`src/rtl/lc3_mem_arbiter.sv`:
```
// Round-robin arbiter sharing one single-port memory between the LC3 fetch
// and data paths; one transaction at a time with ack timeout and sticky err.
module lc3_mem_arbiter #(
  parameter int ADDR_W  = 16,
  parameter int DATA_W  = 16,
  parameter int TIMEOUT = 15
) (
  input  logic              clk,
  input  logic              reset,
  input  logic              instrmem_rd,
  input  logic [ADDR_W-1:0] pc,
  input  logic              data_req,
  input  logic              Data_rd,
  input  logic [ADDR_W-1:0] Data_addr,
  input  logic [DATA_W-1:0] Data_din,
  output logic              complete_instr,
  output logic [DATA_W-1:0] Instr_dout,
  output logic              complete_data,
  output logic [DATA_W-1:0] Data_dout,
  output logic              mem_req,
  output logic              mem_we,
  output logic [ADDR_W-1:0] mem_addr,
  output logic [DATA_W-1:0] mem_wdata,
  input  logic [DATA_W-1:0] mem_rdata,
  input  logic              mem_ack,
  output logic              err
);

  typedef enum logic [1:0] {IDLE, GRANT_I, GRANT_D, DONE} state_e;

  localparam logic [7:0] TO_LAST = 8'(TIMEOUT - 1);

  state_e            state_q, state_d;
  logic [7:0]        cnt_q, cnt_d;
  logic              last_data_q, last_data_d;
  logic [ADDR_W-1:0] addr_q, addr_d;
  logic              we_q, we_d;
  logic [DATA_W-1:0] wdata_q, wdata_d;
  logic [DATA_W-1:0] idout_q, idout_d;
  logic [DATA_W-1:0] ddout_q, ddout_d;
  logic              cmp_i_q, cmp_i_d;
  logic              cmp_d_q, cmp_d_d;
  logic              err_q, err_d;

  always_ff @(posedge clk or posedge reset) begin
    if (reset) begin
      state_q     <= IDLE;
      cnt_q       <= '0;
      last_data_q <= 1'b0;
      addr_q      <= '0;
      we_q        <= 1'b0;
      wdata_q     <= '0;
      idout_q     <= '0;
      ddout_q     <= '0;
      cmp_i_q     <= 1'b0;
      cmp_d_q     <= 1'b0;
      err_q       <= 1'b0;
    end else begin
      state_q     <= state_d;
      cnt_q       <= cnt_d;
      last_data_q <= last_data_d;
      addr_q      <= addr_d;
      we_q        <= we_d;
      wdata_q     <= wdata_d;
      idout_q     <= idout_d;
      ddout_q     <= ddout_d;
      cmp_i_q     <= cmp_i_d;
      cmp_d_q     <= cmp_d_d;
      err_q       <= err_d;
    end
  end

  always_comb begin
    state_d     = state_q;
    cnt_d       = cnt_q;
    last_data_d = last_data_q;
    addr_d      = addr_q;
    we_d        = we_q;
    wdata_d     = wdata_q;
    idout_d     = idout_q;
    ddout_d     = ddout_q;
    cmp_i_d     = 1'b0;
    cmp_d_d     = 1'b0;
    err_d       = err_q;

    unique case (state_q)
      IDLE: begin
        cnt_d = '0;
        // On contention the fetch wins only if data was served last.
        if (instrmem_rd && (!data_req || last_data_q)) begin
          state_d     = GRANT_I;
          last_data_d = 1'b0;
          addr_d      = pc;
          we_d        = 1'b0;
          wdata_d     = '0;
        end else if (data_req) begin
          state_d     = GRANT_D;
          last_data_d = 1'b1;
          addr_d      = Data_addr;
          we_d        = ~Data_rd;
          wdata_d     = Data_din;
        end
      end
      GRANT_I, GRANT_D: begin
        if (mem_ack) begin
          state_d = DONE;
          if (state_q == GRANT_I) begin
            cmp_i_d = 1'b1;
            idout_d = mem_rdata;
          end else begin
            cmp_d_d = 1'b1;
            if (!we_q) ddout_d = mem_rdata;
          end
        end else if (cnt_q == TO_LAST) begin
          state_d = DONE;
          err_d   = 1'b1;
          if (state_q == GRANT_I) begin
            cmp_i_d = 1'b1;
            idout_d = '0;
          end else begin
            cmp_d_d = 1'b1;
            if (!we_q) ddout_d = '0;
          end
        end else begin
          cnt_d = cnt_q + 8'd1;
        end
      end
      DONE: state_d = IDLE;
      default: state_d = IDLE;
    endcase
  end

  assign mem_req        = (state_q == GRANT_I) || (state_q == GRANT_D);
  assign mem_we         = we_q & mem_req;
  assign mem_addr       = addr_q;
  assign mem_wdata      = wdata_q;
  assign complete_instr = cmp_i_q;
  assign complete_data  = cmp_d_q;
  assign Instr_dout     = idout_q;
  assign Data_dout      = ddout_q;
  assign err            = err_q;

endmodule

```
`config.mk`:
```
export PLATFORM = sky130hd
export DESIGN_NAME = lc3_mem_arbiter
export DESIGN_NICKNAME = d
export VERILOG_FILES = /design/src/rtl/lc3_mem_arbiter.sv
export SDC_FILE = /design/constraint.sdc
export NUM_CORES = 1
export LEC_CHECK = 0
export BUFFER_PORTS_ARGS = -buffer_cell sky130_fd_sc_hd__buf_2
export CAP_MARGIN = 20
export CORE_MARGIN = 1
export CORE_UTILIZATION = 47
export CTS_CLUSTER_DIAMETER = 150
export DETAILED_ROUTE_END_ITERATION = 7
export MAX_ROUTING_LAYER = met4
export PLACE_DENSITY = 0.85
export SLEW_MARGIN = 20
export SYNTH_ARGS = -nofsm -noshare
export SYNTH_HDL_FRONTEND = slang
export SYNTH_SLANG_ARGS = --single-unit
```
`constraint.sdc`:
```
create_clock -name clk -period 3.35 [get_ports clk]
set_input_delay 0.67 -clock clk [delete_from_list [all_inputs] [get_ports clk]]
set_output_delay 0.67 -clock clk [all_outputs]
set_load 0.02 [all_outputs]
```
## After elaboration in Yosys (flattened, before gate mapping)

Index checks and enable logic that the tools add are counted.

| operators by class | value |
|---|---|
| $add $sub $neg | 1 |
| equality and inequality tests | 8 |
| mux-type cells | 34 |
| bitwise operators | 5 |
| reduce and logical (&&, ||, !) cells | 15 |

Operator list:

| operator | number |
|---|---|
| $mux 16 | 14 |
| $mux 8 | 2 |
| $pmux 8 s2 | 1 |
| $mux 1 | 12 |
| $reduce_and 3->1 | 3 |
| $add 8x1->8 const B | 1 |
| $eq 8x4->1 const B | 1 |
| $mux 2 | 4 |
| $ne 3x3->1 const B | 2 |
| $pmux 2 s3 | 1 |
| $reduce_bool 2->1 | 3 |
| $eq 2x2->1 const B | 2 |
| $ne 2x2->1 const B | 2 |
| $not 1->1 | 4 |
| $reduce_and 2->1 | 2 |
| $reduce_and 4->1 | 1 |
| $eq 2x1->1 const B | 1 |
| $logic_not 2->1 | 1 |
| $logic_or 1x1->1 | 2 |
| $reduce_or 2->1 | 1 |
| $and 1x1->1 | 1 |
| $logic_and 1x1->1 | 1 |
| $logic_not 1->1 | 1 |

| word-level totals | value |
|---|---|
| flip-flop bits (word level) | 79 |
| input bits | 70 |
| word-level logic and storage cells | 74 |

## Longest topological paths before layout

Gate-level depths: netlist of the first run.

| depth | value |
|---|---|
| word-level depth | 5 |
| mapped depth | 8 |

## Least setup slack after synthesis of the first run

OpenSTA, ideal clock, no wires.

| timing path | value |
|---|---|
| kind | register to register |
| start | register state_q[1] |
| end | register ddout_q[0], in the netlist Data_dout[0] |
| data arrival time | 1.865 ns |
| data required time | 3.284 ns |
| slack | 1.420 ns |
| stages on the path, launching flop included | 9 |
| path buffers | 2 |
| period minus slack after synthesis | 1.930 ns |
| cells stage by stage | dfrtp_1 -> inv_1 -> ha_1 -> nand2b_1 -> nor2_1 -> and2_1 -> buf_1 -> clkbuf_1 -> a22o_1 |

| between the ends | value |
|---|---|
| word-level cells in the longest chain between the ends | 3 |
| elaborated cells on any way between the ends | 5 |
| classes of those cells | eq/ne (2); bitwise (1); reduce/logical (2) |

Ends and longest elaborated chain:

| element | RTL line | RTL |
|---|---|---|
| from (decl) | 33 | `state_e state_q, state_d;` |
| from (signal assigned) | 59 | `state_q <= state_d;` |
| $eq 2x1->1 or $eq 2x2->1 (tied branches) | 86, 107, 117 |  |
| $reduce_or 2->1 or $not 1->1 (tied branches) | -- |  |
| $reduce_and 4->1 (no line) (*) | -- |  |
| to (signal assigned) | 66 | `ddout_q <= ddout_d;` |
| to (decl) | 40 | `logic [DATA_W-1:0] ddout_q, ddout_d;` |

Mark *: on every way between the ends. The rest lies on a longest branch, timed or not.
A chain may end at the register's enable or synchronous reset.

## Final worst setup path of the first run

| timing path | value |
|---|---|
| start | register cnt_q[0] |
| end | register cnt_q[5] |

| between the ends | value |
|---|---|
| word-level cells in the longest chain between the ends | 4 |
| elaborated cells on any way between the ends | 7 |
| classes of those cells | add/sub (1); eq/ne (2); mux (3); reduce/logical (1) |

Ends and longest elaborated chain:

| element | RTL line | RTL |
|---|---|---|
| from (decl) | 34 | `logic [7:0] cnt_q, cnt_d;` |
| from (signal assigned) | 60 | `cnt_q <= cnt_d;` |
| $add 8x1->8 | 125 | `cnt_d = cnt_q + 8'd1;` |
| $mux 8 | 114 | `end else if (cnt_q == TO_LAST) begin` |
| $mux 8 | 105 | `if (mem_ack) begin` |
| $pmux 8 s2 | 86 | `unique case (state_q)` |

Parallel ways exist; a longest one is shown, timed or not. The select of a mux whose other input is x is not followed.

==> results_dict.tcl, run 1 <==
set metrics [dict create \
    ctsResizeCount 0 \
    cts.clk_slew.worst_paths_ps 90 \
    timing.rr.end "cnt_q[5]$_DFFE_PP0P_" \
    finalMaxSlewViolations 0 \
    p_leak_uw 0.00229 \
    cts_hold_buf 0 \
    yosys.cell_types.count 33 \
    outcome "finished, violations left" \
    cts_tree "built" \
    crit_required_ps 3540 \
    vias 2582 \
    critPathLaunch "cnt_q[0]$_DFFE_PP0P_" \
    die_h_um 85.0 \
    final_cell_mix "138 x buf_2, 79 x dfrtp_1, 49 x a22o_1" \
    layout-area-overhead-vs-synth_pct 29.7 \
    ios 139 \
    synth-seq-cells 79 \
    cts-root-buf "clkbuf_8" \
    cpMaxStageDelayCell "o41ai_2" \
    max_freq_mhz 449 \
    crit_path_end_kind "flop" \
    layout-drive-gt1-share 0.412 \
    combinationalPowerShare 0.461 \
    layout.nets 472 \
    drc 5 \
    grt_overflow 0 \
    grtUsageTotal 0.232 \
    grt_pass1_vias 2573 \
    r2r_cells 6 \
    h-tree-depth 3 \
    fin_setup_tns_ps 0 \
    min_period_ps 2230 \
    syn_inst 263 \
    cts_buffers 9 \
    dr.first_iter.drc_count 186 \
    drt-wirelength-per-cell_um 15.6 \
    nFillCells 508 \
    arrival_ps 2420 \
    grt_max_degree 80 \
    post_cts_buffers 0 \
    dieArea_mm2 0.00722 \
    seq_area_frac_synth 0.611 \
    cp-start-kind "flop" \
    floorplan.initialDensity 0.498 \
    register_area_mm2 0.00198 \
    switching_share 0.429 \
    die_w_um 85.0 \
    hp-class "in2async" \
    synthArstFlopShare 1.00 \
    period_share 0.664 \
    final-setup-viol-count 0 \
    clockBufferDepth 2 \
    grt_pass1_wl_um 12500 \
    crit_fanout 12 \
    hold_violations 0 \
    cp_cell_sequence "inv_1 -> ha_1 -> or3b_4 -> o41ai_2 -> or3_1 -> o211ai_1" \
    syn-num-nets 337 \
    worstSetupPathType "reg2reg" \
    avgViaCountPerCell 5.38 \
    dr.pass1.iters 7 \
    final_common_cell "buf_2" \
    ant_nets 0 \
    syn_avg_cell_area_um2 12.3 \
    multi_input_area_mm2 0.00117 \
    antenna_found_initial 0 \
    slew_headroom 0.364 \
    synthFlopType "dfrtp_1" \
    drt_wl_total_um 7500 \
    slowest_delay_ps 760 \
    pwr_density_cell_mw_per_mm2 1010 \
    core_mm2 0.00649 \
    sequentialPowerShare 0.387 \
    peakVddDrop_mv 0.430 \
    violations "design-rule violations" \
    internal-power_uw 2410 \
    r2r_start "cnt_q[0]$_DFFE_PP0P_" \
    max_cap_viol_count 0 \
    rsz0062_at_grt "no" \
    p_switching_uw 1810 \
    io_buffers 138 \
    synth_area_mm2 0.00323 \
    clock_sinks 79 \
    synth_edf_count 0 \
    antenna_cells 0 \
    skew_ps 12.1 \
    r2r_slack_ps 1120 \
    hold-worst-slack_ps 384 \
    dpl.hpwl_um 5190 \
    p_clk_frac 0.152 \
    placementRows 29 \
    final_util 0.646 \
    finalWeightedCongestion 0.816 \
    crit_path_end "cnt_q[5]$_DFFE_PP0P_" \
    clock_latency_ps 350 \
    ys_warn_count 0 \
    worst-slew-pin-transition_ps 943 \
]
logic make-up (layout without fill, tap and decap cells):
family / count (synthesis) / after routing / synth area share
AOI/OAI and AO/OA: 86 / 86 / 0.202
DFF: 79 / 79 / 0.611
and+or+nand+nor: 49 / 49 / 0.0754
buffers and inverters: 25 / 165 / 0.0337
muxes: 19 / 19 / 0.0592
adders and majority gates: 4 / 4 / 0.0155
xor gates and xnor gates: 1 / 1 / 0.00271
worst min-delay path by stage:
stage                                       endpoint  cells after the start
final                     Instr_dout[13]$_DFFE_PP0P_                      3
after detailed placement             err$_DFFE_PP0P_                      1
after floorplan              last_data_q$_DFFE_PP0P_                      1
after CTS                 Instr_dout[13]$_DFFE_PP0P_                      3
after global routing        complete_instr$_DFF_PP0_                      3
after global placement       mem_addr[7]$_DFFE_PP0P_                      2
sequential cells by signal, indices dropped and copies added (netlist names), 2 cells and up:
register,count
Data_dout,16
Instr_dout,16
state_q,2
cnt_q,8
mem_addr,16
mem_wdata,16
worst max-delay path, delay by kind of cell (launching register included):
kind / cells / cell delay, ps
adder cells (fa/ha/maj): 1 / 130
AND/OR/NAND/NOR: 2 / 620
flip-flops: 1 / 420
buffers and inverters: 1 / 70
AO/OA/AOI/OAI: 2 / 840
stage by stage:
| step | power [uW] | cells | setup slack [ps] | cell area (um2) |
|---|---|---|---|---|
| 4_1_cts | 4220 | 479 | 1120 | 4170 |
| 3_3_place_gp | 3480 | 463 | 1210 | 3990 |
| 5_1_grt | 4510 | 480 | 866 | 4200 |
| 2_1_floorplan | 2930 | 263 | 657 | 3230 |
| 6_report | 4220 | 480 | 1120 | 4200 |
| 3_5_place_dp | 3570 | 463 | 1170 | 3990 |
routing by layer:
metal | part of all wire | wire (um) | track usage
met5 | 0 | 0 | -
met4 | 0.024 | 182 | 0.112
met3 | 0.043 | 320 | 0.0360
met2 | 0.51 | 3800 | 0.374
met1 | 0.43 | 3210 | 0.286
synth_stat cells (2+ instances only):
master	count	area share
o21ai_0	21	0.032
mux2i_1	18	0.056
o22ai_1	3	0.0058
a21oi_1	4	0.0062
dfrtp_1	79	0.61
inv_1	8	0.0093
and3_1	3	0.0058
nor2_1	4	0.0046
a22o_1	49	0.13
clkbuf_1	9	0.010
nand3_1	8	0.012
buf_2	6	0.0093
a21o_1	2	0.0046
nand2_1	25	0.029
ha_1	4	0.015
and2_1	2	0.0039
o21ai_1	2	0.0031
final cells by class:
type	count	area share
clock buffers	9	0.0295
flip-flops and latches	79	0.471
well taps	77	0.0230
multi-input cells	159	0.278
clock inverters	7	0.0131
inverters	8	0.00745
repair buffers	141	0.178
power groups by stage:
stage / clock, uW / sequential (uW) / combinational, uW
finish: 642 / 1630 / 1950
CTS: 663 / 1630 / 1930
detailed placement: 0 / 1640 / 1930
global route: 711 / 1680 / 2120
floorplan: 0 / 2050 / 882
global placement: 0 / 1630 / 1850
Note: power is estimated with default switching activity, not from simulation.
==> inputs of run 2 (changes only) <==
==> constraint.sdc (replaced) <==
create_clock -name clk -period 2.15 [get_ports clk]
set_input_delay 0.43 -clock clk [delete_from_list [all_inputs] [get_ports clk]]
set_output_delay 0.43 -clock clk [all_outputs]
set_load 0.02 [all_outputs]
==> run 2 against run 1 <==
The run still ends with design-rule violations left. Utilization grew 0.81 points. First-iteration DRC count shrank 37%. Clock skew grew 0.60 ps. Total power grew 58%. Via count grew 2.8%. Cell area grew 1.3%. Largest power group unchanged.
==> results_dict.tcl, run 2 (synthesis results as in run 1) <==
set metrics [dict create \
    die_w_um 85.0 \
    slew_headroom 0.606 \
    antenna_cells 0 \
    antenna_found_initial 0 \
    cp_cell_sequence "inv_1 -> ha_1 -> and2_1 -> buf_2" \
    dieArea_mm2 0.00722 \
    clock_sinks 79 \
    grt_overflow 0 \
    crit_required_ps 1720 \
    final_cell_mix "138 x buf_2, 79 x dfrtp_1, 49 x a22o_1" \
    rsz0062_at_grt "no" \
    grt_pass1_wl_um 12400 \
    slowest_delay_ps 410 \
    drt_wl_total_um 7710 \
    setup_ws_ps 173 \
    dpl.hpwl_um 5700 \
    clock_latency_ps 350 \
    finalWeightedCongestion 0.865 \
    outcome "finished, violations left" \
    dp_slack_ps 219 \
    r2r_slack_ps 210 \
    fin_setup_tns_ps 0 \
    skew_ps 12.7 \
    grt_pass1_vias 2539 \
    post_cts_buffers 0 \
    hp-class "in2async" \
    placementRows 29 \
    r2r_start "state_q[1]$_DFFE_PP0P_" \
    cts-root-buf "clkbuf_8" \
    core_mm2 0.00649 \
    ant_nets 0 \
    cts_hold_buf 0 \
    violations "design-rule violations" \
    finalMaxSlewViolations 0 \
    cts_tree "built" \
    grt_max_degree 53 \
    drt-wirelength-per-cell_um 15.8 \
    clockBufferDepth 2 \
    layout.nets 481 \
    final_common_cell "buf_2" \
    h-tree-depth 3 \
    drc 6 \
    r2r_cells 6 \
    avgViaCountPerCell 5.43 \
    arrival_ps 1550 \
    cts.clk_slew.worst_paths_ps 90 \
    ios 139 \
    max_freq_mhz 506 \
    layout-area-overhead-vs-synth_pct 31.4 \
    cts_buffers 9 \
    place_area_mm2 0.00406 \
    cp-start-kind "flop" \
    timing.rr.end "cnt_q[7]$_DFFE_PP0P_" \
    hold_violations 0 \
    postLayoutCellArea_mm2 0.00425 \
    crit_path_end_kind "primary output" \
    worstSetupPathType "reg2out" \
    vias 2654 \
    peakVddDrop_mv 0.699 \
    ctsResizeCount 0 \
    worst-slew-pin-transition_ps 591 \
    dr.first_iter.drc_count 117 \
    final-setup-viol-count 0 \
    floorplan.initialDensity 0.498 \
    p_leak_uw 0.00232 \
    die_h_um 85.0 \
    period_share 0.920 \
    pwr_density_cell_mw_per_mm2 1570 \
    min_period_ps 1980 \
    cpMaxStageDelayCell "ha_1" \
    crit_fanout 8 \
    dr.pass1.iters 8 \
    io_buffers 138 \
    layout-drive-gt1-share 0.422 \
    max_cap_viol_count 0 \
    grtUsageTotal 0.227 \
]
[run 2: power by group]
group          switching [uW]  internal (uW)  leakage [uW]
logic                    1860           1220       0.00122
clock network             583            441     0.0000888
registers                 410           2140       0.00101
[run 2: worst max-delay path: cells and delay by family, from the launching register on]
family                     cells  cell delay (ps)
DFF                            1              380
buffers and inverters          2              240
and+or+nand+nor                1              180
adders and majority gates      1              410
[run 2: layout make-up]
| type | count | area [um2] |
|---|---|---|
| Inverter | 8 | 33.8 |
| Tap cell | 77 | 96.3 |
| Sequential cell | 79 | 1980 |
| Clock buffer | 9 | 124 |
| Clock inverter | 7 | 61.3 |
| Multi-Input combinational cell | 159 | 1160 |
| Fill cell | 483 | 2250 |
| Timing Repair Buffer | 150 | 793 |
[run 2: worst max-delay path by stage]
stage / slack (ps) / from / to / cells past startpoint
3_5_place_dp: 220 / cnt_q[0]$_DFFE_PP0P_ / Data_dout[3]$_DFFE_PP0P_ / 8
5_1_grt: 60 / state_q[1]$_DFFE_PP0P_ / Data_dout[11]$_DFFE_PP0P_ / 6
4_1_cts: 170 / state_q[1]$_DFFE_PP0P_ / mem_we / 4
3_3_place_gp: 290 / cnt_q[0]$_DFFE_PP0P_ / Data_dout[13]$_DFFE_PP0P_ / 8
2_1_floorplan: 220 / state_q[1]$_DFFE_PP0P_ / Data_dout[0]$_DFFE_PP0P_ / 8
6_report: 170 / state_q[1]$_DFFE_PP0P_ / mem_we / 4
[run 2: metal layers]
metal	track usage	vias up	wire length, um
li1	-	1246	-
met1	0.287	1277	3200
met2	0.359	115	3900
met3	0.0467	16	455
met4	0.0894	0	159
met5	-	-	0
[run 2: through the flow]
| stage | utilization | cells | total power (uW) | hold slack [ps] |
|---|---|---|---|---|
| 2_1_floorplan | - | 263 | 4560 | 444 |
| 3_3_place_gp | 0.626 | 473 | 5520 | 458 |
| 3_5_place_dp | 0.626 | 473 | 5670 | 465 |
| 4_1_cts | 0.654 | 489 | 6710 | 139 |
| 5_1_grt | 0.654 | 489 | 7070 | 155 |
| 6_report | 0.654 | 489 | 6650 | 137 |
